`src/rtl/fft_ctrl_pkg.sv`:
```
// Shared definitions for the FFT frame controller: state encoding,
// FFT/guard constants and small state-classification helpers.
package fft_ctrl_pkg;

    localparam int N_FFT      = 64;
    localparam int CP_LEN_DEF = 16;
    localparam int LTS_GI_DEF = 32;

    // Window/skip counter width; large enough for N_FFT, LTS_GI and CP_LEN.
    localparam int WIN_CNT_W  = 7;

    typedef enum logic [2:0] {
        ST_IDLE  = 3'd0,
        ST_GI    = 3'd1,
        ST_LTS1  = 3'd2,
        ST_LTS2  = 3'd3,
        ST_CP    = 3'd4,
        ST_DATA  = 3'd5,
        ST_DRAIN = 3'd6
    } state_t;

    // True for states whose samples are forwarded to the FFT.
    function automatic logic is_pass_state(input state_t s);
        logic r;
        case (s)
            ST_LTS1, ST_LTS2, ST_DATA: r = 1'b1;
            default:                   r = 1'b0;
        endcase
        return r;
    endfunction

    // True for the two long-training windows.
    function automatic logic is_lts_state(input state_t s);
        logic r;
        case (s)
            ST_LTS1, ST_LTS2: r = 1'b1;
            default:          r = 1'b0;
        endcase
        return r;
    endfunction

endpackage

```
`src/rtl/fft_out_frame_cnt.sv`:
```
// Counts FFT output-enable cycles while a packet is in flight and flags the
// cycle on which the count reaches the packet's total output length.
module fft_out_frame_cnt
    import fft_ctrl_pkg::*;
#(
    parameter int CNT_W = 15
) (
    input  logic             clock,
    input  logic             reset,
    input  logic             busy,
    input  logic             do_en,
    input  logic [CNT_W-1:0] target,
    output logic             hit,
    output logic             frame_done
);

    logic [CNT_W-1:0] count_r;
    logic             frame_done_r;
    logic             hit_s;

    // Detect the output sample that brings the count up to the target.
    always_comb begin
        hit_s = 1'b0;
        if (busy && do_en && (count_r == (target - CNT_W'(1)))) begin
            hit_s = 1'b1;
        end else begin
            hit_s = 1'b0;
        end
    end

    // Output-sample counter and registered completion pulse.
    always_ff @(posedge clock) begin
        if (reset) begin
            count_r      <= '0;
            frame_done_r <= 1'b0;
        end else begin
            frame_done_r <= hit_s;
            if (!busy || hit_s) begin
                count_r <= '0;
            end else if (do_en) begin
                count_r <= count_r + CNT_W'(1);
            end
        end
    end

    assign hit        = hit_s;
    assign frame_done = frame_done_r;

endmodule

```
`src/rtl/fft_frame_ctrl.sv`:
```
// FFT input sequencer for one received packet: skips the LTS guard and each
// data-symbol cyclic prefix, forwards 64-sample windows to the FFT, tags the
// two LTS windows and reports packet completion from the FFT output count.
// Optional feature macro: FFT_CTRL_CP_BACKOFF_EN (adds cp_backoff input that
// starts each data window a few samples inside the cyclic prefix).
module fft_frame_ctrl
    import fft_ctrl_pkg::*;
#(
    parameter int WIDTH  = 16,
    parameter int NSYM_W = 8,
    parameter int CP_LEN = CP_LEN_DEF,
    parameter int LTS_GI = LTS_GI_DEF
) (
    input  logic              clock,
    input  logic              reset,
    input  logic              start,
    input  logic [NSYM_W-1:0] n_sym,
`ifdef FFT_CTRL_CP_BACKOFF_EN
    input  logic [3:0]        cp_backoff,
`endif
    input  logic              in_valid,
    input  logic [WIDTH-1:0]  in_re,
    input  logic [WIDTH-1:0]  in_im,
    output logic              fft_di_en,
    output logic [WIDTH-1:0]  fft_di_re,
    output logic [WIDTH-1:0]  fft_di_im,
    output logic              fft_lts_in,
    input  logic              fft_do_en,
    output logic              busy,
    output logic [NSYM_W+1:0] sym_idx,
    output logic              frame_done,
    output logic              start_err
);

    localparam int CNT_W  = WIN_CNT_W;
    localparam int OCNT_W = NSYM_W + 7;

    state_t             state_r;
    state_t             state_nxt_s;
    logic [CNT_W-1:0]   cnt_r;
    logic [CNT_W-1:0]   cnt_nxt_s;
    logic [NSYM_W+1:0]  sym_idx_r;
    logic [NSYM_W+1:0]  sym_nxt_s;
    logic [NSYM_W-1:0]  n_sym_r;
    logic [CNT_W-1:0]   cp_skip_r;
    logic [CNT_W-1:0]   cp_skip_s;
    logic               accept_s;
    logic               busy_r;
    logic               start_err_r;
    logic               di_en_r;
    logic [WIDTH-1:0]   di_re_r;
    logic [WIDTH-1:0]   di_im_r;
    logic               lts_r;
    logic [NSYM_W:0]    nwin_s;
    logic [OCNT_W-1:0]  target_s;
    logic               frame_hit_s;
    logic               frame_done_s;

`ifdef FFT_CTRL_CP_BACKOFF_EN
    logic [CNT_W-1:0]   backoff_s;

    // Clamp the requested backoff so at least one CP sample is skipped.
    always_comb begin
        backoff_s = {{(CNT_W-4){1'b0}}, cp_backoff};
        cp_skip_s = CNT_W'(CP_LEN);
        if (backoff_s > CNT_W'(CP_LEN - 1)) begin
            cp_skip_s = CNT_W'(1);
        end else begin
            cp_skip_s = CNT_W'(CP_LEN) - backoff_s;
        end
    end
`else
    assign cp_skip_s = CNT_W'(CP_LEN);
`endif

    // Total FFT output samples for the packet: (2 LTS + n_sym data) * 64.
    assign nwin_s   = {1'b0, n_sym_r} + (NSYM_W+1)'(2);
    assign target_s = {nwin_s, 6'b000000};

    fft_out_frame_cnt #(
        .CNT_W (OCNT_W)
    ) u_out_cnt (
        .clock      (clock),
        .reset      (reset),
        .busy       (busy_r),
        .do_en      (fft_do_en),
        .target     (target_s),
        .hit        (frame_hit_s),
        .frame_done (frame_done_s)
    );

    // Next-state, window-counter and symbol-index logic.
    always_comb begin
        state_nxt_s = state_r;
        cnt_nxt_s   = cnt_r;
        sym_nxt_s   = sym_idx_r;
        accept_s    = 1'b0;
        case (state_r)
            ST_IDLE: begin
                cnt_nxt_s = '0;
                sym_nxt_s = '0;
                // A start on the frame_done cycle belongs to the old packet.
                if (start && !frame_done_s) begin
                    accept_s    = 1'b1;
                    state_nxt_s = ST_GI;
                    cnt_nxt_s   = in_valid ? CNT_W'(1) : CNT_W'(0);
                end else begin
                    state_nxt_s = ST_IDLE;
                end
            end
            ST_GI: begin
                if (in_valid && (cnt_r == CNT_W'(LTS_GI - 1))) begin
                    state_nxt_s = ST_LTS1;
                    cnt_nxt_s   = '0;
                end else if (in_valid) begin
                    cnt_nxt_s = cnt_r + CNT_W'(1);
                end else begin
                    cnt_nxt_s = cnt_r;
                end
            end
            ST_LTS1: begin
                if (in_valid && (cnt_r == CNT_W'(N_FFT - 1))) begin
                    state_nxt_s = ST_LTS2;
                    cnt_nxt_s   = '0;
                    sym_nxt_s   = sym_idx_r + (NSYM_W+2)'(1);
                end else if (in_valid) begin
                    cnt_nxt_s = cnt_r + CNT_W'(1);
                end else begin
                    cnt_nxt_s = cnt_r;
                end
            end
            ST_LTS2: begin
                if (in_valid && (cnt_r == CNT_W'(N_FFT - 1))) begin
                    state_nxt_s = (n_sym_r == '0) ? ST_DRAIN : ST_CP;
                    cnt_nxt_s   = '0;
                    sym_nxt_s   = sym_idx_r + (NSYM_W+2)'(1);
                end else if (in_valid) begin
                    cnt_nxt_s = cnt_r + CNT_W'(1);
                end else begin
                    cnt_nxt_s = cnt_r;
                end
            end
            ST_CP: begin
                if (in_valid && (cnt_r == (cp_skip_r - CNT_W'(1)))) begin
                    state_nxt_s = ST_DATA;
                    cnt_nxt_s   = '0;
                end else if (in_valid) begin
                    cnt_nxt_s = cnt_r + CNT_W'(1);
                end else begin
                    cnt_nxt_s = cnt_r;
                end
            end
            ST_DATA: begin
                if (in_valid && (cnt_r == CNT_W'(N_FFT - 1))) begin
                    // Window index n_sym+1 is the last data symbol.
                    if (sym_idx_r == ({2'b00, n_sym_r} + (NSYM_W+2)'(1))) begin
                        state_nxt_s = ST_DRAIN;
                    end else begin
                        state_nxt_s = ST_CP;
                    end
                    cnt_nxt_s = '0;
                    sym_nxt_s = sym_idx_r + (NSYM_W+2)'(1);
                end else if (in_valid) begin
                    cnt_nxt_s = cnt_r + CNT_W'(1);
                end else begin
                    cnt_nxt_s = cnt_r;
                end
            end
            ST_DRAIN: begin
                state_nxt_s = ST_DRAIN;
                cnt_nxt_s   = '0;
            end
            default: begin
                state_nxt_s = ST_IDLE;
                cnt_nxt_s   = '0;
                sym_nxt_s   = '0;
            end
        endcase
        // Packet completion wins over any input-side progress.
        if (frame_hit_s) begin
            state_nxt_s = ST_IDLE;
            cnt_nxt_s   = '0;
            sym_nxt_s   = '0;
        end else begin
            state_nxt_s = state_nxt_s;
        end
    end

    // State, window counter and symbol index registers.
    always_ff @(posedge clock) begin
        if (reset) begin
            state_r   <= ST_IDLE;
            cnt_r     <= '0;
            sym_idx_r <= '0;
        end else begin
            state_r   <= state_nxt_s;
            cnt_r     <= cnt_nxt_s;
            sym_idx_r <= sym_nxt_s;
        end
    end

    // Per-packet configuration captured on an accepted start.
    always_ff @(posedge clock) begin
        if (reset) begin
            n_sym_r   <= '0;
            cp_skip_r <= '0;
        end else if (accept_s) begin
            n_sym_r   <= n_sym;
            cp_skip_r <= cp_skip_s;
        end
    end

    // Busy flag and sticky start-while-busy error.
    always_ff @(posedge clock) begin
        if (reset) begin
            busy_r      <= 1'b0;
            start_err_r <= 1'b0;
        end else begin
            if (frame_hit_s) begin
                busy_r <= 1'b0;
            end else if (accept_s) begin
                busy_r <= 1'b1;
            end
            if (start && busy_r) begin
                start_err_r <= 1'b1;
            end
        end
    end

    // Registered FFT input; data holds its last value between enables.
    always_ff @(posedge clock) begin
        if (reset) begin
            di_en_r <= 1'b0;
            di_re_r <= '0;
            di_im_r <= '0;
            lts_r   <= 1'b0;
        end else begin
            di_en_r <= in_valid && is_pass_state(state_r);
            lts_r   <= in_valid && is_lts_state(state_r);
            if (in_valid && is_pass_state(state_r)) begin
                di_re_r <= in_re;
                di_im_r <= in_im;
            end
        end
    end

    assign fft_di_en  = di_en_r;
    assign fft_di_re  = di_re_r;
    assign fft_di_im  = di_im_r;
    assign fft_lts_in = lts_r;
    assign busy       = busy_r;
    assign sym_idx    = sym_idx_r;
    assign frame_done = frame_done_s;
    assign start_err  = start_err_r;

endmodule

```
`config.mk`:
```
export PLATFORM = sky130hd
export DESIGN_NAME = fft_frame_ctrl
export DESIGN_NICKNAME = d
export VERILOG_FILES = /design/src/rtl/fft_ctrl_pkg.sv /design/src/rtl/fft_out_frame_cnt.sv /design/src/rtl/fft_frame_ctrl.sv
export SDC_FILE = /design/constraint.sdc
export NUM_CORES = 1
export LEC_CHECK = 0
export BUFFER_PORTS_ARGS = -buffer_cell sky130_fd_sc_hd__buf_2
export CORE_UTILIZATION = 37
export DETAILED_ROUTE_END_ITERATION = 12
export SLEW_MARGIN = 20
export SYNTH_ARGS = -nofsm -noshare
export SYNTH_HDL_FRONTEND = slang
export SYNTH_HIERARCHICAL = 1
export SYNTH_SLANG_ARGS = --single-unit
```
`constraint.sdc`:
```
create_clock -name clock -period 6.1 [get_ports clock]
set_clock_uncertainty 0.1 [all_clocks]
set_input_delay 1.22 -clock clock [delete_from_list [all_inputs] [get_ports clock]]
set_output_delay 1.22 -clock clock [all_outputs]
set_load 0.005 [all_outputs]
```
=== Word level (Yosys, flattened, before mapping) ===
Index checks and enable logic that the tools add are counted.

* Add/subtract/negate cells: 7
* Equal/unequal tests: 17
* Multiplexer cells: 25
* Bitwise logic cells: 1
* Reductions and logical operators: 21

{| class="wikitable"
|+ Operators with widths
! kind !! number
|-
| $mux 7 || 4
|-
| $pmux 7 s4 || 1
|-
| $pmux 3 s7 || 1
|-
| $pmux 10 s2 || 1
|-
| $add 15x1->15 const B || 1
|-
| $eq 15x15->1 || 1
|-
| $mux 3 || 5
|-
| $sub 15x1->15 const B || 1
|-
| $add 10x1->10 const B || 1
|-
| $eq 10x9->1 || 1
|-
| $mux 1 || 10
|-
| $mux 10 || 1
|-
| $ne 2x2->1 const B || 5
|-
| $add 8x1->9 const B || 1
|-
| $add 8x2->9 const B || 1
|-
| $eq 3x3->1 const B || 3
|-
| $logic_and 1x1->1 || 9
|-
| $logic_not 8->1 || 1
|-
| $add 7x1->7 const B || 1
|-
| $eq 7x5->1 const B || 1
|-
| $eq 7x6->1 const B || 1
|-
| $eq 7x7->1 || 1
|-
| $eq 3x2->1 const B || 2
|-
| $reduce_or 2->1 || 3
|-
| other kinds (11) || 14
|}

* Register bits: 81
* Bits of input ports: 45
* Logic and storage cells: 84

=== Depth between registers and ports, before layout ===
* Word-level depth: 7
* Gate-level depth with buffers: 16
* Mapped depth without buffers: 13

=== Modules after synthesis ===
Netlist, hierarchy kept.

{| class="wikitable"
|+ Modules (own cells, without submodules)
! module !! times used !! cells each !! area an instance (µm²) !! sequential area each (µm²)
|-
| fft_frame_ctrl || 1 || 371 || 3039.2 || 1301.2
|-
| fft_out_frame_cnt || 1 || 162 || 1312.5 || 320.3
|}

=== Least setup slack after synthesis ===
Ideal clock, no wire load.

* Path kind: input-to-reg
* From: in fft_do_en
* To: reg cnt_r[0]
* Library setup time: 114 ps
* Arrival time: 3151 ps
* Required time: 5886 ps
* Slack: 2735 ps
* Cell stages on the path: 11
* Path buffers: 2
* Cells stage by stage: clkbuf_8 -> nand4_1 -> a2111oi_4 -> nand3_2 -> nor4_4 -> buf_6 -> or2_2 -> a21oi_1 -> o31ai_4 -> o21ai_1 -> a21o_1

* Longest elaborated chain between the ends: 4

{| class="wikitable"
|+ RTL lines
! item !! RTL line !! text
|-
| start, declared || fft_frame_ctrl.sv:28 || <nowiki>input logic fft_do_en,</nowiki>
|-
| $logic_and 1x1->1 (2 in a row) || fft_out_frame_cnt.sv:24 || <nowiki>if (busy && do_en && (count_r == (target - CNT_W'(1)))) begin</nowiki>
|-
| $mux 1 || fft_out_frame_cnt.sv:24 ||
|-
| net frame_hit_s || fft_frame_ctrl.sv:56 || <nowiki>logic frame_hit_s;</nowiki>
|-
| $reduce_or 2->1 (no line) || - ||
|-
| end signal, assigned || fft_frame_ctrl.sv:197 || <nowiki>cnt_r <= cnt_nxt_s;</nowiki>
|-
| end, declared || fft_frame_ctrl.sv:40 || <nowiki>logic [CNT_W-1:0] cnt_r;</nowiki>
|}

The timed path passes the listed nets, and every way through them passes these cells.
A chain may end at the register's enable or synchronous reset.

=== Final worst setup path ===
* From: reg n_sym_r[2]
* To: reg cnt_r[0]

* Longest elaborated chain between the ends: 6

{| class="wikitable"
|+ RTL lines
! item !! RTL line !! text
|-
| start, declared || fft_frame_ctrl.sv:44 || <nowiki>logic [NSYM_W-1:0] n_sym_r;</nowiki>
|-
| start signal, assigned || fft_frame_ctrl.sv:208 || <nowiki>n_sym_r <= n_sym;</nowiki>
|-
| $add 8x2->9 || fft_frame_ctrl.sv:77 || <nowiki>assign nwin_s = {1'b0, n_sym_r} + (NSYM_W+1)'(2);</nowiki>
|-
| net nwin_s[5] || fft_frame_ctrl.sv:54 || <nowiki>logic [NSYM_W:0] nwin_s;</nowiki>
|-
| $sub 15x1->15 || fft_out_frame_cnt.sv:24 ||
|-
| $eq 15x15->1 || fft_out_frame_cnt.sv:24 ||
|-
| $logic_and 1x1->1 || fft_out_frame_cnt.sv:24 ||
|-
| $mux 1 || fft_out_frame_cnt.sv:24 ||
|-
| net frame_hit_s || fft_frame_ctrl.sv:56 ||
|-
| $reduce_or 2->1 (no line) || - ||
|}

The timed path passes the listed nets, and every way through them passes these cells.

==> impl_metrics.tcl <==
set metrics [dict create \
    antenna_found_initial 0 \
    final_antenna_net_count 0 \
    antenna_cells 0 \
    synth_warnings 6 \
    cts_tree "built" \
    tns_ns 0 \
    crit_required_ns 6.27 \
    remaining_drc_errors 0 \
    r2r_setup_slack_ns 2.32 \
    r2r-end "cnt_r[0]$_SDFF_PP0_" \
    wirelength_mm 10.2 \
    crit_path_start "n_sym_r[2]$_SDFFE_PP0P_" \
    ir_worst_vdd_mv 0.227 \
    track_usage 0.170 \
    timing.fmax_mhz 265 \
    worstSkewPairLatency_ns 0.33 \
    core_area_mm2 0.0114 \
    cts_buffer_depth 2 \
    ys_types 65 \
    crit_family "simple AND/OR/NAND/NOR gates" \
    hp-class "flip-flop to flip-flop" \
    worst_ep_arrival_time_ns 3.95 \
    p_leak_nw 2.21 \
    cp-end-kind "flip-flop" \
    p_clk_frac 0.363 \
    cp_slowest_stage_delay_ns 0.51 \
    crit_path_cell_trace "ha_1 -> nand3_1 -> xnor2_1 -> nor4_1 -> nor4bb_1 -> xnor2_1 -> nand3_1 -> nor4_4 -> buf_4 -> or2_2 -> a21oi_1 -> o31ai_4 -> nor3b_1 -> a21o_1" \
    r2r_cells 14 \
    initial_core_util 0.381 \
    yosys.area.top_type "dfxtp_1" \
    synth_edf_count 0 \
    synth.avg_cell_area_um2 8.16 \
    cts.clk_slew.worst_paths_ns 0.06 \
    cp-start-kind "flip-flop" \
    netlist_instances 533 \
    final_common_cell "nand2_1" \
    ctsHoldBuffers 0 \
    setup_ws_ns 2.32 \
    ioPinCount 92 \
    cts_resized 0 \
    clockRootBuffer "clkbuf_16" \
    slew_violations 0 \
    vias 3853 \
    status "finished clean" \
    intPower_w 0.00111 \
    h-tree-depth 3 \
    ys_ff_latch 81 \
    yosys-top-cells-area "dfxtp_1 (37%), nand2_1 (9.3%), xnor2_1 (7.6%)" \
    critPathBufInv 1 \
    slowest_stage "dfxtp_1" \
    layout_common_cells "nand2_1 (107), buf_2 (91), dfxtp_1 (81)" \
    overflow 0 \
    cts_setup_buffers 0 \
    dr.pass1.iters 4 \
    pwr-share-comb 0.236 \
    die_w_um 110 \
    nets 689 \
    maxCapViolations 0 \
    p_switching_w 0.000473 \
    portBuffers 91 \
    drtIter0Drc 178 \
    synthesis.area_mm2 0.00435 \
    seq_area_frac_synth 0.373 \
    async_reset_ff_frac 0 \
    rows 39 \
    worst-path-stages 14 \
    endpoint "cnt_r[0]$_SDFF_PP0_" \
    clock_sinks 81 \
    setup_viol 0 \
    first_global_vias 3623 \
    synth_top_area_share 0.373 \
    r2r_start "n_sym_r[2]$_SDFFE_PP0P_" \
    period_minus_slack_ns 3.78 \
    final_hold_viol_count 0 \
    post_drt_wl_per_cell_um 13.0 \
    layout-drive-gt1-share 0.216 \
    viasPerCell 4.92 \
    numCtsBuffers 9 \
    fin_crit_sh 0.620 \
    dp_slack_ns 2.34 \
    die-area_mm2 0.0122 \
    slew_headroom 0.376 \
    crit_path_max_fanout 18 \
    grt_pass1_wl_mm 17.2 \
    place_congestion 0.829 \
    worstMarginPinSlew_ns 0.934 \
    areaGrowthSynthToFinish_pct 20.9 \
    rsz0062_at_grt "no" \
    synth_flop_cell "dfxtp_1" \
    hpwl_mm 7.32 \
    swShare 0.299 \
    dieHeight_um 110 \
    grt_start_max_net_pins 49 \
    sequentialPowerShare 0.401 \
    critPathKind "flip-flop to flip-flop" \
    p_per_area_mw_per_mm2 301 \
]
tightest hold or removal path: stages (launching register included):
cell	delay [ns]
dfxtp_1	0.30
nand2_1	0.05
a21oi_1	0.05
registers in the layout, indices dropped and copies added, names as in the netlist:
name,cells
u_out_cnt/count_r,15
cp_skip_r,1
fft_lts_in,1
n_sym_r,8
fft_di_im,16
cnt_r,7
state_r,3
sym_idx,10
u_out_cnt/frame_done,1
fft_di_re,16
busy,1
start_err,1
fft_di_en,1
layer usage:
metal / vias to the layer above / share of wire / GRT usage
met4: 0 / 0.0070 / 0.0427
met1: 1773 / 0.47 / 0.223
li1: 1976 / - / -
met5: - / 0 / 0
met2: 99 / 0.46 / 0.266
met3: 5 / 0.071 / 0.0582
worst min path at each step:
stage / from / to / slack [ns] / depth (start not counted)
after floorplan: fft_di_im[0]$_SDFFE_PP0P_ / fft_di_im[0]$_SDFFE_PP0P_ / 0.35 / 2
after global placement: fft_di_re[7]$_SDFFE_PP0P_ / fft_di_re[7]$_SDFFE_PP0P_ / 0.34 / 2
after detailed placement: fft_di_re[5]$_SDFFE_PP0P_ / fft_di_re[5]$_SDFFE_PP0P_ / 0.34 / 2
after CTS: fft_di_re[5]$_SDFFE_PP0P_ / fft_di_re[5]$_SDFFE_PP0P_ / 0.35 / 2
after global routing: fft_di_re[3]$_SDFFE_PP0P_ / fft_di_re[3]$_SDFFE_PP0P_ / 0.37 / 2
final: fft_di_re[5]$_SDFFE_PP0P_ / fft_di_re[5]$_SDFFE_PP0P_ / 0.35 / 2
cells in the mapped netlist (5+ instances only):
cell type  count
nor2_1        54
a21oi_1       43
xor2_1        25
nand3_1       15
buf_4          6
dfxtp_1       81
nor2_2         9
ha_1           7
clkbuf_1      12
xnor2_1       38
inv_1          8
mux2i_1       11
o21ai_0        5
buf_2          8
nand2_1      108
nand4_1       11
nand2b_1       5
nor3b_1        6
and3_1         6
nor3_1         9
layout make-up:
cell class                 instances  area, µm²
fill                            1166       6160
multi-input combinational        444       2650
sequential                        81       1620
timing repair buffer              92        463
clock buffer                      11        253
tap                              143        179
clock inverter                     3       65.1
inverter                           9       33.8
power groups by stage:
stage | combinational [W] | sequential, W | clock (W)
detailed placement | 0.000373 | 0.000646 | 0
global placement | 0.000368 | 0.000643 | 0
global route | 0.000421 | 0.000646 | 0.000615
CTS | 0.000375 | 0.000636 | 0.000588
finish | 0.000373 | 0.000636 | 0.000575
floorplan | 0.000314 | 0.000616 | 0
metrics by stage:
stage | power, W | instances | cell area [µm²] | hold slack (ns) | util
finish | 0.00158 | 783 | 5260 | 0.350 | 0.461
detailed placement | 0.00102 | 769 | 4940 | 0.344 | 0.433
floorplan | 0.000930 | 564 | 4470 | 0.353 | -
global route | 0.00168 | 783 | 5260 | 0.370 | 0.461
CTS | 0.00160 | 783 | 5260 | 0.352 | 0.460
global placement | 0.00101 | 769 | 4940 | 0.339 | 0.433
cell families after synthesis:
group	Yosys count	share of synthesized area
AND/OR/NAND/NOR	258	0.293
flip-flops	81	0.373
AO/OA/AOI/OAI	73	0.114
XOR/XNOR	63	0.127
buffers and inverters	39	0.0469
multiplexers	11	0.0253
adder cells (fa/ha/maj)	7	0.0201
other	1	0.000862
Note: power is estimated with default switching activity, not from simulation.
